`src/rtl/mem_arb_pkg.sv`:
```
// -----------------------------------------------------------------------------
// mem_arb_pkg
// Shared definitions for mem_bus_arbiter: FSM state encoding, one-hot grant
// constants and the default parameter values for bus widths and stall limit.
// -----------------------------------------------------------------------------
package mem_arb_pkg;

   localparam int unsigned ADDR_W_DEF      = 16;
   localparam int unsigned DATA_W_DEF      = 32;
   localparam int unsigned TIMEOUT_CYC_DEF = 255;

   typedef enum logic [1:0] {
      IDLE  = 2'd0,
      OWN_I = 2'd1,
      OWN_D = 2'd2
   } arb_state_t;

   localparam logic [1:0] GNT_NONE = 2'b00;
   localparam logic [1:0] GNT_I    = 2'b01;
   localparam logic [1:0] GNT_D    = 2'b10;

endpackage

```
`src/rtl/mem_bus_arbiter.sv`:
```
// -----------------------------------------------------------------------------
// mem_bus_arbiter
// Two-master arbiter sharing one memory slave between an instruction-fetch
// master (read-only) and a data master. Round-robin on simultaneous requests,
// no preemption, one idle cycle between grants.
//
// Optional build macro: MEM_ARB_TIMEOUT_EN -- adds a slave stall counter that
// pulses the owner's err output and releases the bus after TIMEOUT_CYC
// stalled cycles. Without it, err outputs are tied low.
//
// Ports:
//   clk, rst                    clock, synchronous active-high reset
//   i_cyc_i/i_stb_i/i_adr_i     fetch master request
//   i_dat_o/i_ack_o/i_err_o     fetch master response
//   d_cyc_i/d_stb_i/d_we_i      data master request control
//   d_adr_i/d_dat_i             data master address / write data
//   d_dat_o/d_ack_o/d_err_o     data master response
//   s_cyc_o..s_dat_o            shared slave request (muxed from owner)
//   s_dat_i/s_ack_i             slave response (routed to owner only)
//   grant_o                     registered one-hot owner (01 fetch, 10 data)
// -----------------------------------------------------------------------------
module mem_bus_arbiter
   import mem_arb_pkg::*;
#(
   parameter int unsigned ADDR_W      = ADDR_W_DEF,
   parameter int unsigned DATA_W      = DATA_W_DEF,
   parameter int unsigned TIMEOUT_CYC = TIMEOUT_CYC_DEF
) (
   input  logic              clk,
   input  logic              rst,
   input  logic              i_cyc_i,
   input  logic              i_stb_i,
   input  logic [ADDR_W-1:0] i_adr_i,
   output logic [DATA_W-1:0] i_dat_o,
   output logic              i_ack_o,
   output logic              i_err_o,
   input  logic              d_cyc_i,
   input  logic              d_stb_i,
   input  logic              d_we_i,
   input  logic [ADDR_W-1:0] d_adr_i,
   input  logic [DATA_W-1:0] d_dat_i,
   output logic [DATA_W-1:0] d_dat_o,
   output logic              d_ack_o,
   output logic              d_err_o,
   output logic              s_cyc_o,
   output logic              s_stb_o,
   output logic              s_we_o,
   output logic [ADDR_W-1:0] s_adr_o,
   output logic [DATA_W-1:0] s_dat_o,
   input  logic [DATA_W-1:0] s_dat_i,
   input  logic              s_ack_i,
   output logic [1:0]        grant_o
);

   if (TIMEOUT_CYC == 0 || TIMEOUT_CYC > 65535) begin : g_bad_timeout
      $error("mem_bus_arbiter: TIMEOUT_CYC must be in 1..65535");
   end

   arb_state_t state;
   logic [1:0] grant_q;
   logic       last_d;   // 1 when the data master received the most recent grant
   logic       timeout;

   assign grant_o = grant_q;

   // Request/response routing: only the current owner is connected; in IDLE
   // everything is zero, so a stray slave ack is dropped.
   always_comb begin
      s_cyc_o = 1'b0;
      s_stb_o = 1'b0;
      s_we_o  = 1'b0;
      s_adr_o = '0;
      s_dat_o = '0;
      i_dat_o = '0;
      i_ack_o = 1'b0;
      d_dat_o = '0;
      d_ack_o = 1'b0;
      unique case (state)
         OWN_I: begin
            s_cyc_o = i_cyc_i;
            s_stb_o = i_stb_i;
            s_adr_o = i_adr_i;
            i_dat_o = s_dat_i;
            i_ack_o = s_ack_i;
         end
         OWN_D: begin
            s_cyc_o = d_cyc_i;
            s_stb_o = d_stb_i;
            s_we_o  = d_we_i;
            s_adr_o = d_adr_i;
            s_dat_o = d_dat_i;
            d_dat_o = s_dat_i;
            d_ack_o = s_ack_i;
         end
         default: ;
      endcase
   end

   // Arbitration FSM. A tie in IDLE goes to the master not granted last.
   always_ff @(posedge clk) begin
      if (rst) begin
         state   <= IDLE;
         grant_q <= GNT_NONE;
         last_d  <= 1'b0;
      end else begin
         unique case (state)
            IDLE: begin
               if (i_cyc_i && (!d_cyc_i || last_d)) begin
                  state   <= OWN_I;
                  grant_q <= GNT_I;
                  last_d  <= 1'b0;
               end else if (d_cyc_i) begin
                  state   <= OWN_D;
                  grant_q <= GNT_D;
                  last_d  <= 1'b1;
               end
            end
            OWN_I: begin
               if (!i_cyc_i || timeout) begin
                  state   <= IDLE;
                  grant_q <= GNT_NONE;
               end
            end
            OWN_D: begin
               if (!d_cyc_i || timeout) begin
                  state   <= IDLE;
                  grant_q <= GNT_NONE;
               end
            end
            default: begin
               state   <= IDLE;
               grant_q <= GNT_NONE;
            end
         endcase
      end
   end

`ifdef MEM_ARB_TIMEOUT_EN
   localparam logic [15:0] TMO_LAST = 16'(TIMEOUT_CYC - 1);

   logic [15:0] stall_cnt;

   // Fires on the TIMEOUT_CYC-th consecutive stalled cycle; s_stb_o is only
   // high while an owner exists, so no separate state qualifier is needed.
   assign timeout = s_stb_o && !s_ack_i && (stall_cnt == TMO_LAST);
   assign i_err_o = timeout && (state == OWN_I);
   assign d_err_o = timeout && (state == OWN_D);

   // s_cyc_o low covers both IDLE and the owner dropping its cycle.
   always_ff @(posedge clk) begin
      if (rst || !s_cyc_o || s_ack_i || timeout) begin
         stall_cnt <= '0;
      end else if (s_stb_o) begin
         stall_cnt <= stall_cnt + 16'd1;
      end
   end
`else
   assign timeout = 1'b0;
   assign i_err_o = 1'b0;
   assign d_err_o = 1'b0;
`endif

endmodule

```
`config.mk`:
```
export PLATFORM = sky130hd
export DESIGN_NAME = mem_bus_arbiter
export DESIGN_NICKNAME = d
export VERILOG_FILES = /design/src/rtl/mem_arb_pkg.sv /design/src/rtl/mem_bus_arbiter.sv
export SDC_FILE = /design/constraint.sdc
export NUM_CORES = 1
export LEC_CHECK = 0
export ABC_AREA = 1
export CAP_MARGIN = 40
export CORE_MARGIN = 8
export CORE_UTILIZATION = 24
export DETAILED_ROUTE_END_ITERATION = 16
export PLACE_DENSITY = 0.89
export REMOVE_ABC_BUFFERS = 1
export SLEW_MARGIN = 20
export SYNTH_ARGS = -nofsm -noshare
export SYNTH_HDL_FRONTEND = slang
export SYNTH_SLANG_ARGS = --single-unit
```
`constraint.sdc`:
```
create_clock -name clk -period 2.2 [get_ports clk]
set_input_delay 0.44 -clock clk [delete_from_list [all_inputs] [get_ports clk]]
set_output_delay 0.44 -clock clk [all_outputs]
set_load 0.05 [all_outputs]
```
==> qor.csv <==
metric;value;unit
Layout Utilization;89.2;%
gr usage total;25.2;%
Final ANT Viol Nets;0;
initial drt markers;92;
Skew-Pair Late Insertion Delay;0.22;ns
Post-Route Skew;0.00130;ns
CTS root buffer;clkbuf_8;
Multi-input gate area;772;µm²
Placer Congestion;0.833;
Setup Fix Bufs, Post-CTS;0;
pwr/cell area;422;nW/µm²
CP Capture Type;primary output;
ranking of synthesized cells by area;nand2_1 (39%), inv_1 (29%), a21oi_1 (6.4%);
Max-Cap Viols;0;
maximum VDD drop;347;µV
worst hold stages;2;
hold crit path type;reg -> reg;
post-route insts no fill;589;
crit path setup slack, layout;0.0675;ns
cts hold-fix bufs;0;
setup_tns;0;ns
Worst-Margin Slew;0.531;ns
initial antenna violation count;0;
most numerous cell on the critical path;buf_12;
r2r startpoint;grant_o[1];
R2R Setup Slk;0.72;ns
vias in the first global route;2857;
fill cell count;238;
Final setup viols;0;
post-synthesis sequential area ratio;4.52;%
first-pass GRT wire length;16.2;mm
YS warnings;0;
Clock Path Buffers;2;
starting density of the core;24.4;%
crit path max fanout;40;
Post-Syn Area;1330;µm²
CTS Sinks;3;
Slew Viols, Final;0;
I/O pins;225;
crit-path cells;inv_1, ha_4, buf_12, nand2_1, a21oi_1, buf_12;
crit path time final;2.13;ns
cells after synthesis;301;
Sw Share;50.8;%
drt wl/cell;18.3;µm
Mean Syn Cell Area;4.41;µm²
Switch Pwr;1.04;mW
IO buf count;222;
number of remaining DRC errors;0;
Distinct cells, synth;15;
reg2reg end;grant_o[0];
Max Freq;0.469;GHz
WHS Endpoint;last_d;
GRT overflow;0;
Slew Limit Headroom;64.5;%
CTS Buf Count;3;
final hold vios;0;
DR pass1 iterations;4;
Antenna Cells;0;
Post-Place Cells;585;
H-tree depth;1;
Reg area;60.1;µm²
Leak;2.64;nW
HP Start;last_d;
die area;8170;µm²
Flop pwr share;3.4;%
largest net degree at the start of global routing;41;
sum of buffers and inverters on the critical path;3;
Comb pwr share;88.7;%
Largest delay share family, worst path;buffers and inverters;
Req. time, crit path;1.76;ns
Crit path arrival time;1.69;ns
Die W;90.4;µm
drt via density;4.39;
Yosys reg bits;3;
final WL;10.8;mm
worst r2r path cells;9;
core area;5440;µm²
Std-Cell Rows;27;
clock power share;7.9;%
clock-pin transition on the worst setup and hold timing paths;0.03;ns
Area growth syn-to-layout;265;%
DP Worst Slack;0.222;ns
WS Path Type;reg -> out;
HPWL Detailed;9.66;mm
die height;90.4;µm
layout cells sized above 1;28.0;%
top-area cell type share of the netlist area;38.7;%
via count;2583;
cell-internal power;1.01;mW
post-CTS sizing;0;
slowest stage cell, crit path;dfxtp_1;
crit share post-route;96.9;%
CTS tree;done;
Yosys top cell by area;nand2_1;
placed cell area;4780;µm²
fin nets;625;
Startpoint Class;register;
status;finished, final reports clean;
design area;4850;µm²
crit-path max cell delay;0.33;ns
## worst reg2reg max path, stage by stage, from the launching register on
cell,delay [ns]
dfxtp_1,0.42
inv_1,0.10
ha_2,0.23
buf_12,0.17
nand2_2,0.09
nand2_2,0.05
inv_2,0.09
nand2_1,0.09
nand2_1,0.07
a21oi_1,0.06
## cells in the mapped netlist
cell     count
a21oi_1     17
inv_1      104
nor2_1       3
buf_6        2
dfxtp_1      3
buf_2        5
nand2_1    137
nand3_1      2
a21oi_2      4
conb_1       1
ha_1         3
inv_2        2
nand2_2      6
buf_4       11
o21ai_0      1
## worst max path at each step
stage	slack, ns	start	depth (start not counted)	end
2_1_floorplan	-1.53	grant_o[1]	5	s_cyc_o
3_3_place_gp	0.29	d_cyc_i	6	s_cyc_o
3_5_place_dp	0.22	d_cyc_i	6	s_cyc_o
4_1_cts	0.004	grant_o[0]	6	s_adr_o[0]
5_1_grt	-0.001	grant_o[1]	6	s_adr_o[3]
6_report	0.07	grant_o[0]	6	s_adr_o[0]
## cells by family after synthesis
| kind of cell | count (synthesis) | synth area share (%) |
|---|---|---|
| AND/OR/NAND/NOR | 148 | 43.2 |
| buffers and inverters | 124 | 39.8 |
| AO/OA/AOI/OAI | 22 | 9.42 |
| adder cells (fa/ha/maj) | 3 | 2.83 |
| flip-flops | 3 | 4.52 |
| other | 1 | 0.282 |
## power by group through the flow
stage	combinational [mW]	clock [mW]	sequential (mW)
2_1_floorplan	0.778	0	0.0820
3_3_place_gp	1.76	0	0.0676
3_5_place_dp	1.81	0	0.0685
4_1_cts	1.82	0.164	0.0682
5_1_grt	1.89	0.166	0.0698
6_report	1.82	0.163	0.0694
## sequential cells by signal (all words and copies together) (netlist names)
| signal | flops |
|---|---|
| grant_o | 2 |
| last_d | 1 |
## stage by stage
step / hold slack, ns / power (mW)
after global routing: 0.506 / 2.13
final: 0.480 / 2.05
after global placement: 0.461 / 1.82
after detailed placement: 0.474 / 1.88
after CTS: 0.481 / 2.05
after floorplan: 0.444 / 0.860
## cell usage in the layout (no fill, tap or decap)
master	netlist	final
a21oi_1	17	14
a21oi_2	4	7
buf_12	0	120
buf_4	11	4
clkbuf_1	0	1
clkbuf_8	0	3
clkdlybuf4s50_1	0	105
conb_1	1	2
dfxtp_1	3	3
ha_1	3	1
ha_2	0	1
ha_4	0	1
inv_1	104	104
inv_2	2	1
inv_4	0	1
nand2_1	137	137
nand2_2	6	6
nand3_1	2	2
nor2_1	3	2
nor2_2	0	1
o21ai_0	1	1
## layer usage
metal / share of wire [%] / global-route usage, % / vias up
li1: - / - / 1234
met1: 32 / 21.5 / 1180
met2: 56 / 50.7 / 131
met3: 7.1 / 7.48 / 38
met4: 5.2 / 13.3 / 0
met5: 0 / 0 / -
## final cells by class
| cell class | count | area share, % |
|---|---|---|
| clock buffer | 4 | 0.929 |
| inverter | 106 | 8.25 |
| multi-input combinational | 175 | 15.9 |
| sequential | 3 | 1.24 |
| tap | 72 | 1.86 |
| timing repair buffer | 229 | 71.8 |
Power figures use the tool's default switching activity.
